$ cat src/rtl/lc3b_line_cache.sv
// ============================================================================
// lc3b_line_cache
// ----------------------------------------------------------------------------
// Direct-mapped, write-back, write-allocate cache that sits between the
// LC-3b CPU memory port (word-wide, byte-enabled) and a physical memory that
// transfers whole lines per transaction.
//
// Optional build macro: LC3B_CACHE_STATS_EN
//   When defined, the saturating 16-bit hit_count / miss_count outputs are
//   added. When undefined, the ports and counters do not exist.
//
// Ports:
//   clk, rst_n          clock, asynchronous active-low reset
//   mem_read/mem_write  CPU request strobes, held until mem_resp
//   mem_byte_enable     write lane mask (bit0 -> [7:0], bit1 -> [15:8])
//   mem_address         CPU byte address (bit 0 ignored for word selection)
//   mem_wdata           CPU write data
//   mem_rdata           CPU read data, valid while mem_resp is high
//   mem_resp            one-cycle completion pulse
//   pmem_read           line fill request, held until pmem_resp
//   pmem_write          line writeback request, held until pmem_resp
//   pmem_address        line-aligned physical address
//   pmem_wdata          victim line data
//   pmem_rdata          fill line data, sampled in the pmem_resp cycle
//   pmem_resp           physical memory completion
//   hit_count/miss_count (LC3B_CACHE_STATS_EN only) saturating statistics
// ============================================================================
module lc3b_line_cache #(
    parameter int ADDR_W     = 16,
    parameter int WORD_W     = 16,
    parameter int NUM_LINES  = 8,
    parameter int LINE_WORDS = 8
) (
    input  logic                         clk,
    input  logic                         rst_n,
    input  logic                         mem_read,
    input  logic                         mem_write,
    input  logic [1:0]                   mem_byte_enable,
    input  logic [ADDR_W-1:0]            mem_address,
    input  logic [WORD_W-1:0]            mem_wdata,
    output logic [WORD_W-1:0]            mem_rdata,
    output logic                         mem_resp,
    output logic                         pmem_read,
    output logic                         pmem_write,
    output logic [ADDR_W-1:0]            pmem_address,
    output logic [WORD_W*LINE_WORDS-1:0] pmem_wdata,
    input  logic [WORD_W*LINE_WORDS-1:0] pmem_rdata,
    input  logic                         pmem_resp
`ifdef LC3B_CACHE_STATS_EN
    ,
    output logic [15:0]                  hit_count,
    output logic [15:0]                  miss_count
`endif
);

    localparam int LINE_W = WORD_W * LINE_WORDS;
    localparam int OFF_B  = $clog2(LINE_WORDS * 2);
    localparam int IDX_B  = $clog2(NUM_LINES);
    localparam int TAG_B  = ADDR_W - OFF_B - IDX_B;
    localparam int SEL_B  = OFF_B - 1;

    typedef enum logic [1:0] {
        ST_IDLE      = 2'd0,
        ST_RESP      = 2'd1,
        ST_WRITEBACK = 2'd2,
        ST_ALLOCATE  = 2'd3
    } state_e;

    // ------------------------------------------------------------------
    // State and storage
    // ------------------------------------------------------------------
    state_e                 state_q;
    logic [NUM_LINES-1:0]   valid_q;
    logic [NUM_LINES-1:0]   dirty_q;
    logic [LINE_W-1:0]      data_q [NUM_LINES];
    logic [TAG_B-1:0]       tag_q  [NUM_LINES];

    // The miss being serviced is latched so that WRITEBACK/ALLOCATE do not
    // depend on the CPU inputs after IDLE.
    logic [TAG_B-1:0]       fill_tag_q;
    logic [IDX_B-1:0]       fill_idx_q;

    logic                   mem_resp_q;
    logic [WORD_W-1:0]      mem_rdata_q;
    logic                   pmem_read_q;
    logic                   pmem_write_q;
    logic [ADDR_W-1:0]      pmem_address_q;
    logic [LINE_W-1:0]      pmem_wdata_q;

    // ------------------------------------------------------------------
    // Request decode
    // ------------------------------------------------------------------
    logic [TAG_B-1:0]       req_tag_s;
    logic [IDX_B-1:0]       req_idx_s;
    logic [OFF_B-1:0]       req_off_s;
    logic [SEL_B-1:0]       word_s;
    logic                   request_s;
    logic                   is_write_s;
    logic [LINE_W-1:0]      line_s;
    logic [TAG_B-1:0]       stag_s;
    logic                   hit_s;
    logic                   victim_dirty_s;
    logic [WORD_W-1:0]      rd_word_s;
    logic [LINE_W-1:0]      merged_line_s;
    logic                   hit_wr_s;
    logic                   fill_we_s;

    assign req_tag_s  = mem_address[ADDR_W-1 -: TAG_B];
    assign req_idx_s  = mem_address[OFF_B +: IDX_B];
    assign req_off_s  = mem_address[OFF_B-1:0];
    // Byte bit 0 is dropped: the word select is the offset in words.
    assign word_s     = SEL_B'(req_off_s >> 1);
    assign request_s  = mem_read | mem_write;
    // Read and write together is serviced as a write.
    assign is_write_s = mem_write;

    assign line_s         = data_q[req_idx_s];
    assign stag_s         = tag_q[req_idx_s];
    assign hit_s          = valid_q[req_idx_s] && (stag_s == req_tag_s);
    assign victim_dirty_s = valid_q[req_idx_s] && dirty_q[req_idx_s];

    assign hit_wr_s  = (state_q == ST_IDLE) && request_s && hit_s && is_write_s;
    assign fill_we_s = (state_q == ST_ALLOCATE) && pmem_resp;

    // Word extraction for reads and byte-lane merge for write hits
    always_comb begin
        rd_word_s     = {WORD_W{1'b0}};
        merged_line_s = line_s;
        for (int w = 0; w < LINE_WORDS; w++) begin
            if (SEL_B'(w) == word_s) begin
                rd_word_s = line_s[w*WORD_W +: WORD_W];
                if (mem_byte_enable[0]) begin
                    merged_line_s[w*WORD_W +: 8] = mem_wdata[7:0];
                end else begin
                    merged_line_s[w*WORD_W +: 8] = line_s[w*WORD_W +: 8];
                end
                if (mem_byte_enable[1]) begin
                    merged_line_s[w*WORD_W+8 +: 8] = mem_wdata[15:8];
                end else begin
                    merged_line_s[w*WORD_W+8 +: 8] = line_s[w*WORD_W+8 +: 8];
                end
            end else begin
                merged_line_s[w*WORD_W +: WORD_W] = line_s[w*WORD_W +: WORD_W];
            end
        end
    end

    // Line data and tag storage: not reset, written by fills and write hits
    always_ff @(posedge clk) begin
        if (fill_we_s) begin
            data_q[fill_idx_q] <= pmem_rdata;
            tag_q[fill_idx_q]  <= fill_tag_q;
        end else if (hit_wr_s) begin
            data_q[req_idx_s]  <= merged_line_s;
        end
    end

    // Controller FSM with registered CPU and physical-memory outputs
    always_ff @(posedge clk or negedge rst_n) begin
        if (!rst_n) begin
            state_q        <= ST_IDLE;
            valid_q        <= {NUM_LINES{1'b0}};
            dirty_q        <= {NUM_LINES{1'b0}};
            fill_tag_q     <= {TAG_B{1'b0}};
            fill_idx_q     <= {IDX_B{1'b0}};
            mem_resp_q     <= 1'b0;
            mem_rdata_q    <= {WORD_W{1'b0}};
            pmem_read_q    <= 1'b0;
            pmem_write_q   <= 1'b0;
            pmem_address_q <= {ADDR_W{1'b0}};
            pmem_wdata_q   <= {LINE_W{1'b0}};
        end else begin
            case (state_q)
                ST_IDLE: begin
                    mem_resp_q <= 1'b0;
                    if (request_s) begin
                        if (hit_s) begin
                            if (is_write_s) begin
                                // Dirty is set even for an all-zero lane mask.
                                dirty_q[req_idx_s] <= 1'b1;
                            end else begin
                                mem_rdata_q <= rd_word_s;
                            end
                            mem_resp_q <= 1'b1;
                            state_q    <= ST_RESP;
                        end else begin
                            fill_tag_q <= req_tag_s;
                            fill_idx_q <= req_idx_s;
                            if (victim_dirty_s) begin
                                pmem_write_q   <= 1'b1;
                                pmem_address_q <= {stag_s, req_idx_s, {OFF_B{1'b0}}};
                                pmem_wdata_q   <= line_s;
                                state_q        <= ST_WRITEBACK;
                            end else begin
                                pmem_read_q    <= 1'b1;
                                pmem_address_q <= {req_tag_s, req_idx_s, {OFF_B{1'b0}}};
                                state_q        <= ST_ALLOCATE;
                            end
                        end
                    end else begin
                        state_q <= ST_IDLE;
                    end
                end
                ST_RESP: begin
                    mem_resp_q <= 1'b0;
                    state_q    <= ST_IDLE;
                end
                ST_WRITEBACK: begin
                    if (pmem_resp) begin
                        // Hand over straight to the fill; read and write
                        // never overlap because they swap on the same edge.
                        dirty_q[fill_idx_q] <= 1'b0;
                        pmem_write_q        <= 1'b0;
                        pmem_read_q         <= 1'b1;
                        pmem_address_q      <= {fill_tag_q, fill_idx_q, {OFF_B{1'b0}}};
                        state_q             <= ST_ALLOCATE;
                    end else begin
                        state_q <= ST_WRITEBACK;
                    end
                end
                ST_ALLOCATE: begin
                    if (pmem_resp) begin
                        valid_q[fill_idx_q] <= 1'b1;
                        dirty_q[fill_idx_q] <= 1'b0;
                        pmem_read_q         <= 1'b0;
                        state_q             <= ST_IDLE;
                    end else begin
                        state_q <= ST_ALLOCATE;
                    end
                end
                default: begin
                    state_q      <= ST_IDLE;
                    mem_resp_q   <= 1'b0;
                    pmem_read_q  <= 1'b0;
                    pmem_write_q <= 1'b0;
                end
            endcase
        end
    end

`ifdef LC3B_CACHE_STATS_EN
    logic [15:0] hit_count_q;
    logic [15:0] miss_count_q;
    // Set when a fill completes so the guaranteed re-hit is not counted.
    logic        refill_q;

    // Saturating hit/miss statistics sampled on IDLE decisions
    always_ff @(posedge clk or negedge rst_n) begin
        if (!rst_n) begin
            hit_count_q  <= 16'd0;
            miss_count_q <= 16'd0;
            refill_q     <= 1'b0;
        end else begin
            if (fill_we_s) begin
                refill_q <= 1'b1;
            end else if ((state_q == ST_IDLE) && request_s) begin
                refill_q <= 1'b0;
                if (hit_s) begin
                    if (!refill_q && (hit_count_q != 16'hFFFF)) begin
                        hit_count_q <= hit_count_q + 16'd1;
                    end else begin
                        hit_count_q <= hit_count_q;
                    end
                end else begin
                    if (miss_count_q != 16'hFFFF) begin
                        miss_count_q <= miss_count_q + 16'd1;
                    end else begin
                        miss_count_q <= miss_count_q;
                    end
                end
            end else begin
                refill_q <= refill_q;
            end
        end
    end

    assign hit_count  = hit_count_q;
    assign miss_count = miss_count_q;
`endif

    assign mem_resp     = mem_resp_q;
    assign mem_rdata    = mem_rdata_q;
    assign pmem_read    = pmem_read_q;
    assign pmem_write   = pmem_write_q;
    assign pmem_address = pmem_address_q;
    assign pmem_wdata   = pmem_wdata_q;

endmodule

$ cat config.mk
export PLATFORM = sky130hd
export DESIGN_NAME = lc3b_line_cache
export DESIGN_NICKNAME = d
export VERILOG_FILES = /design/src/rtl/lc3b_line_cache.sv
export SDC_FILE = /design/constraint.sdc
export NUM_CORES = 2
export LEC_CHECK = 0
export ABC_AREA = 1
export ABC_CLOCK_PERIOD_IN_PS = 10050
export CAP_MARGIN = 15
export CORE_ASPECT_RATIO = 0.7
export CORE_MARGIN = 2
export CORE_UTILIZATION = 30
export CTS_CLUSTER_DIAMETER = 100
export DETAILED_ROUTE_END_ITERATION = 8
export SYNTH_ARGS = -nofsm -noshare
export SYNTH_HDL_FRONTEND = slang
export SYNTH_SLANG_ARGS = --single-unit
$ cat constraint.sdc
create_clock -name clk -period 10.05 [get_ports clk]
set_input_delay 2.01 -clock clk [delete_from_list [all_inputs] [get_ports clk]]
set_output_delay 2.01 -clock clk [all_outputs]
set_load 0.03 [all_outputs]
==> impl_metrics.csv <==
group,metric,value,unit
pwr,comb_power_share,18.0,%
worst_setup_path,required,10.46,ns
pwr,pwr-share-clk,34.7,%
sta,fin_crit_sh,67.7,%
floorplan,core_region_area,173000,µm²
grt,grt_overflow,0,
synth,ys_top_cells_by_count,"nand2_1 (1498), edfxtp_1 (1096), o21ai_0 (306)",
pwr,p_sw_share,29.4,%
clock_network,clockBufferDepth,3,
detailed_routing,firstDrtPassIters,5,
worst_setup_path,cp-start-kind,"primary input",
cells_and_area,final_util,36.1,%
placement,preCtsSetupSlack,2.49,ns
worst_setup_path,crit-reg2reg-launch,"tag_q[0][4]",
worst_setup_path,crit_path_max_fanout,90,
clock_network,cts.repair.resized,0,
cells_and_area,drive_gt1_share,6.91,%
pwr,peakVddDrop,0.172,mV
cells_and_area,syn2layout_area_growth,19.8,%
worst_setup_path,slowest_stage,"nor2_4",
floorplan,rows,128,
grt,grt_start_max_net_pins,123,
detailed_routing,wl_per_cell,24.7,µm
synth,syn_avg_cell_area,11.8,µm²
pwr,p_leak,23.5,nW
synth,synth_edf_count,1096,
synth,synth.top_cell.area_share,63.0,%
hold_path,hp-class,"reg -> reg",
synth,ys_async_sr_fraction,14.7,%
detailed_routing,routed_wl,178,mm
sta,tns,0,ns
worst_setup_path,crit_chain,"buf_6 -> inv_6 -> nand2_1 -> clkinv_2 -> nand2_1 -> nand2_1 -> nor2_1 -> nand3_1 -> nand2_1 -> nand2_1 -> nor2_4 -> nand3_4 -> nand2_1 -> nand2_1 -> nor2_4 -> buf_12",
worst_setup_path,crit_type,"in -> reg",
worst_setup_path,cp_data_arrival_time,7.22,ns
grt,track_usage,19.6,%
synth,yosysWarnings,0,
grt,antenna_found_initial,9,
worst_setup_path,critPathLaunch,"mem_address[4]",
flow_run,timing.max_cap.violations,0,
hold_path,worstHoldStart,"valid_q[4]",
clock_network,cts.clk_slew.worst_paths,0.06,ns
worst_setup_path,crit_path_max_incr_delay,0.83,ns
status,status,"complete, no violations",
worst_setup_path,worst_setup_path_end_kind,"flop",
clock_network,ctsHtreeMaxLevel,4,
sta,max_freq,147,MHz
clock_network,cts_tree,"yes",
sta,hold_viol_final,0,
pwr,total_power,14.0,mW
grt,grt_pass1_vias,34200,
synth,synthTopCellsByArea,"edfxtp_1 (63%), nand2_1 (11%), dfrtp_1 (9.1%)",
pwr,p_int,9.91,mW
detailed_routing,viasPerCell,5.09,
clock_network,clock_latency,0.79,ns
clock_network,postCtsHoldBufs,0,
pwr,powerDensity,224,nW/µm²
worst_setup_path,rr_worst_depth,16,
sta,finClkSkew,0.0351,ns
synth,synthCells,4429,
worst_setup_path,r2r-end,"data_q[5][0]",
hold_path,whs_endpoint,"valid_q[4]",
clock_network,cts_buffers,134,
detailed_routing,drtIter0Drc,4205,
synth,ys_ff_latch,1285,
worst_setup_path,crit_top_cell,"nand2_1",
sta,rsz0062_at_grt,"false",
floorplan,start_util,30.1,%
cells_and_area,n_fill_cell,16800,
worst_setup_path,rrSetupSlack,5.62,ns
synth,yosysTopAreaCell,"edfxtp_1",
floorplan,fp.dieW,503,µm
pwr,power_frac_seq,47.3,%
sta,slew_headroom,19.9,%
sta,setup_violations,0,
detailed_routing,antenna_left,0,
sta,worstMarginPinSlew,1.20,ns
floorplan,die_area,178000,µm²
sta,layout_setup_ws,3.24,ns
floorplan,die_y,353,µm
placement,io_buffers,324,
synth,syn_area,52200,µm²
placement,hpwl,110,mm
placement,globalplace.congestion,0.833,
grt,grt_pass1_wl,252,mm
synth,ys_types,42,
sta,period_minus_slack,6.81,ns
cells_and_area,finalNetCount,4907,
pwr,switchingPower,4.13,mW
floorplan,io_pins,330,
sta,slew_viol_final,0,
synth,synth_most_common_cell,"nand2_1",
clock_network,cts.sinks,1285,
detailed_routing,vias,36600,
hold_path,min_path_cells,2,
synth,synthFlopType,"edfxtp_1",
detailed_routing,drcViolationCount,0,
synth,ys_seq_area_share,72.1,%
clock_network,cts_setup_buffers,0,
clock_network,cts-root-buf,"clkbuf_16",
## cell type report
| cell class | count | area [µm²] | share of cell area (%) |
|---|---|---|---|
| flip-flops and latches | 1285 | 37600 | 60.1 |
| clock buffers | 185 | 3740 | 5.98 |
| multi-input cells | 2812 | 13300 | 21.2 |
| inverters | 99 | 384 | 0.614 |
| well taps | 2340 | 2930 | 4.68 |
| diodes | 6 | 15.0 | 0.0240 |
| repair buffers | 408 | 4140 | 6.62 |
| clock inverters | 58 | 494 | 0.789 |
## power by group through the flow
stage               registers [mW]  clock network, mW  logic, mW
CTS                           6.64               4.90       2.53
floorplan                     7.22                  0      0.833
global route                  6.70               5.13       2.70
detailed placement            6.75                  0       2.52
finish                        6.64               4.87       2.53
global placement              6.74                  0       2.50
## sequential cells by signal, summed over array words and instances, names as in the netlist
name          cells
data_q         1024
dirty_q           8
fill_idx_q        3
fill_tag_q        9
mem_rdata        16
mem_resp          1
pmem_address     12
pmem_read         1
pmem_wdata      128
pmem_write        1
state_q           2
tag_q            72
valid_q           8
## cells in the final DEF (no fill, tap or decap), types with 63 or more instances in the layout
cell             netlist  routed
nand2_1             1498    1498
edfxtp_1            1096    1096
clkdlybuf4s50_1        0     320
o21ai_0              306     306
nor2_1               244     234
dfrtp_1              189     189
clkbuf_16              0     139
a21oi_1              136     136
nand3_1              129     128
a22oi_1              103     103
inv_1                 89      88
o21ai_1               85      85
mux2i_1               80      80
nand4_1               63      63
## critical path, delay by kind of cell
family | cells | cell delay [ns]
simple gates | 12 | 3.33
buf+inv | 4 | 1.53
## per-stage QoR
stage,hold WS (ns),cells,cell area [µm²]
floorplan,0.424,4432,52200
global placement,0.439,6942,58300
detailed placement,0.451,6942,58300
CTS,0.466,7185,62600
global route,0.471,7188,62600
finish,0.459,7193,62600
## logic make-up (layout without fill, tap and decap cells)
kind of cell	Yosys count	after routing	share of synthesized area, %
simple gates	1993	1993	15.3
flops	1285	1285	72.1
compound gates	735	735	8.27
buf+inv	335	750	2.83
mux	80	80	1.53
other cells	1	10	0.00718
## worst max-delay path by stage
stage	end	slack, ns
finish	data_q[5][0]	3.24
global route	data_q[0][110]	2.91
CTS	data_q[5][0]	3.29
detailed placement	data_q[5][0]	2.49
global placement	data_q[0][124]	2.53
floorplan	data_q[0][0]	0.45
## layer usage
layer  global-route usage (%)  vias up  routed length (µm)
li1                         -    16300                   -
met1                     28.2    18100               75800
met2                     29.2     1875               78400
met3                     3.79      277               17100
met4                     7.44        4                6300
met5                    0.319        -                  98
Power figures use the tool's default switching activity.
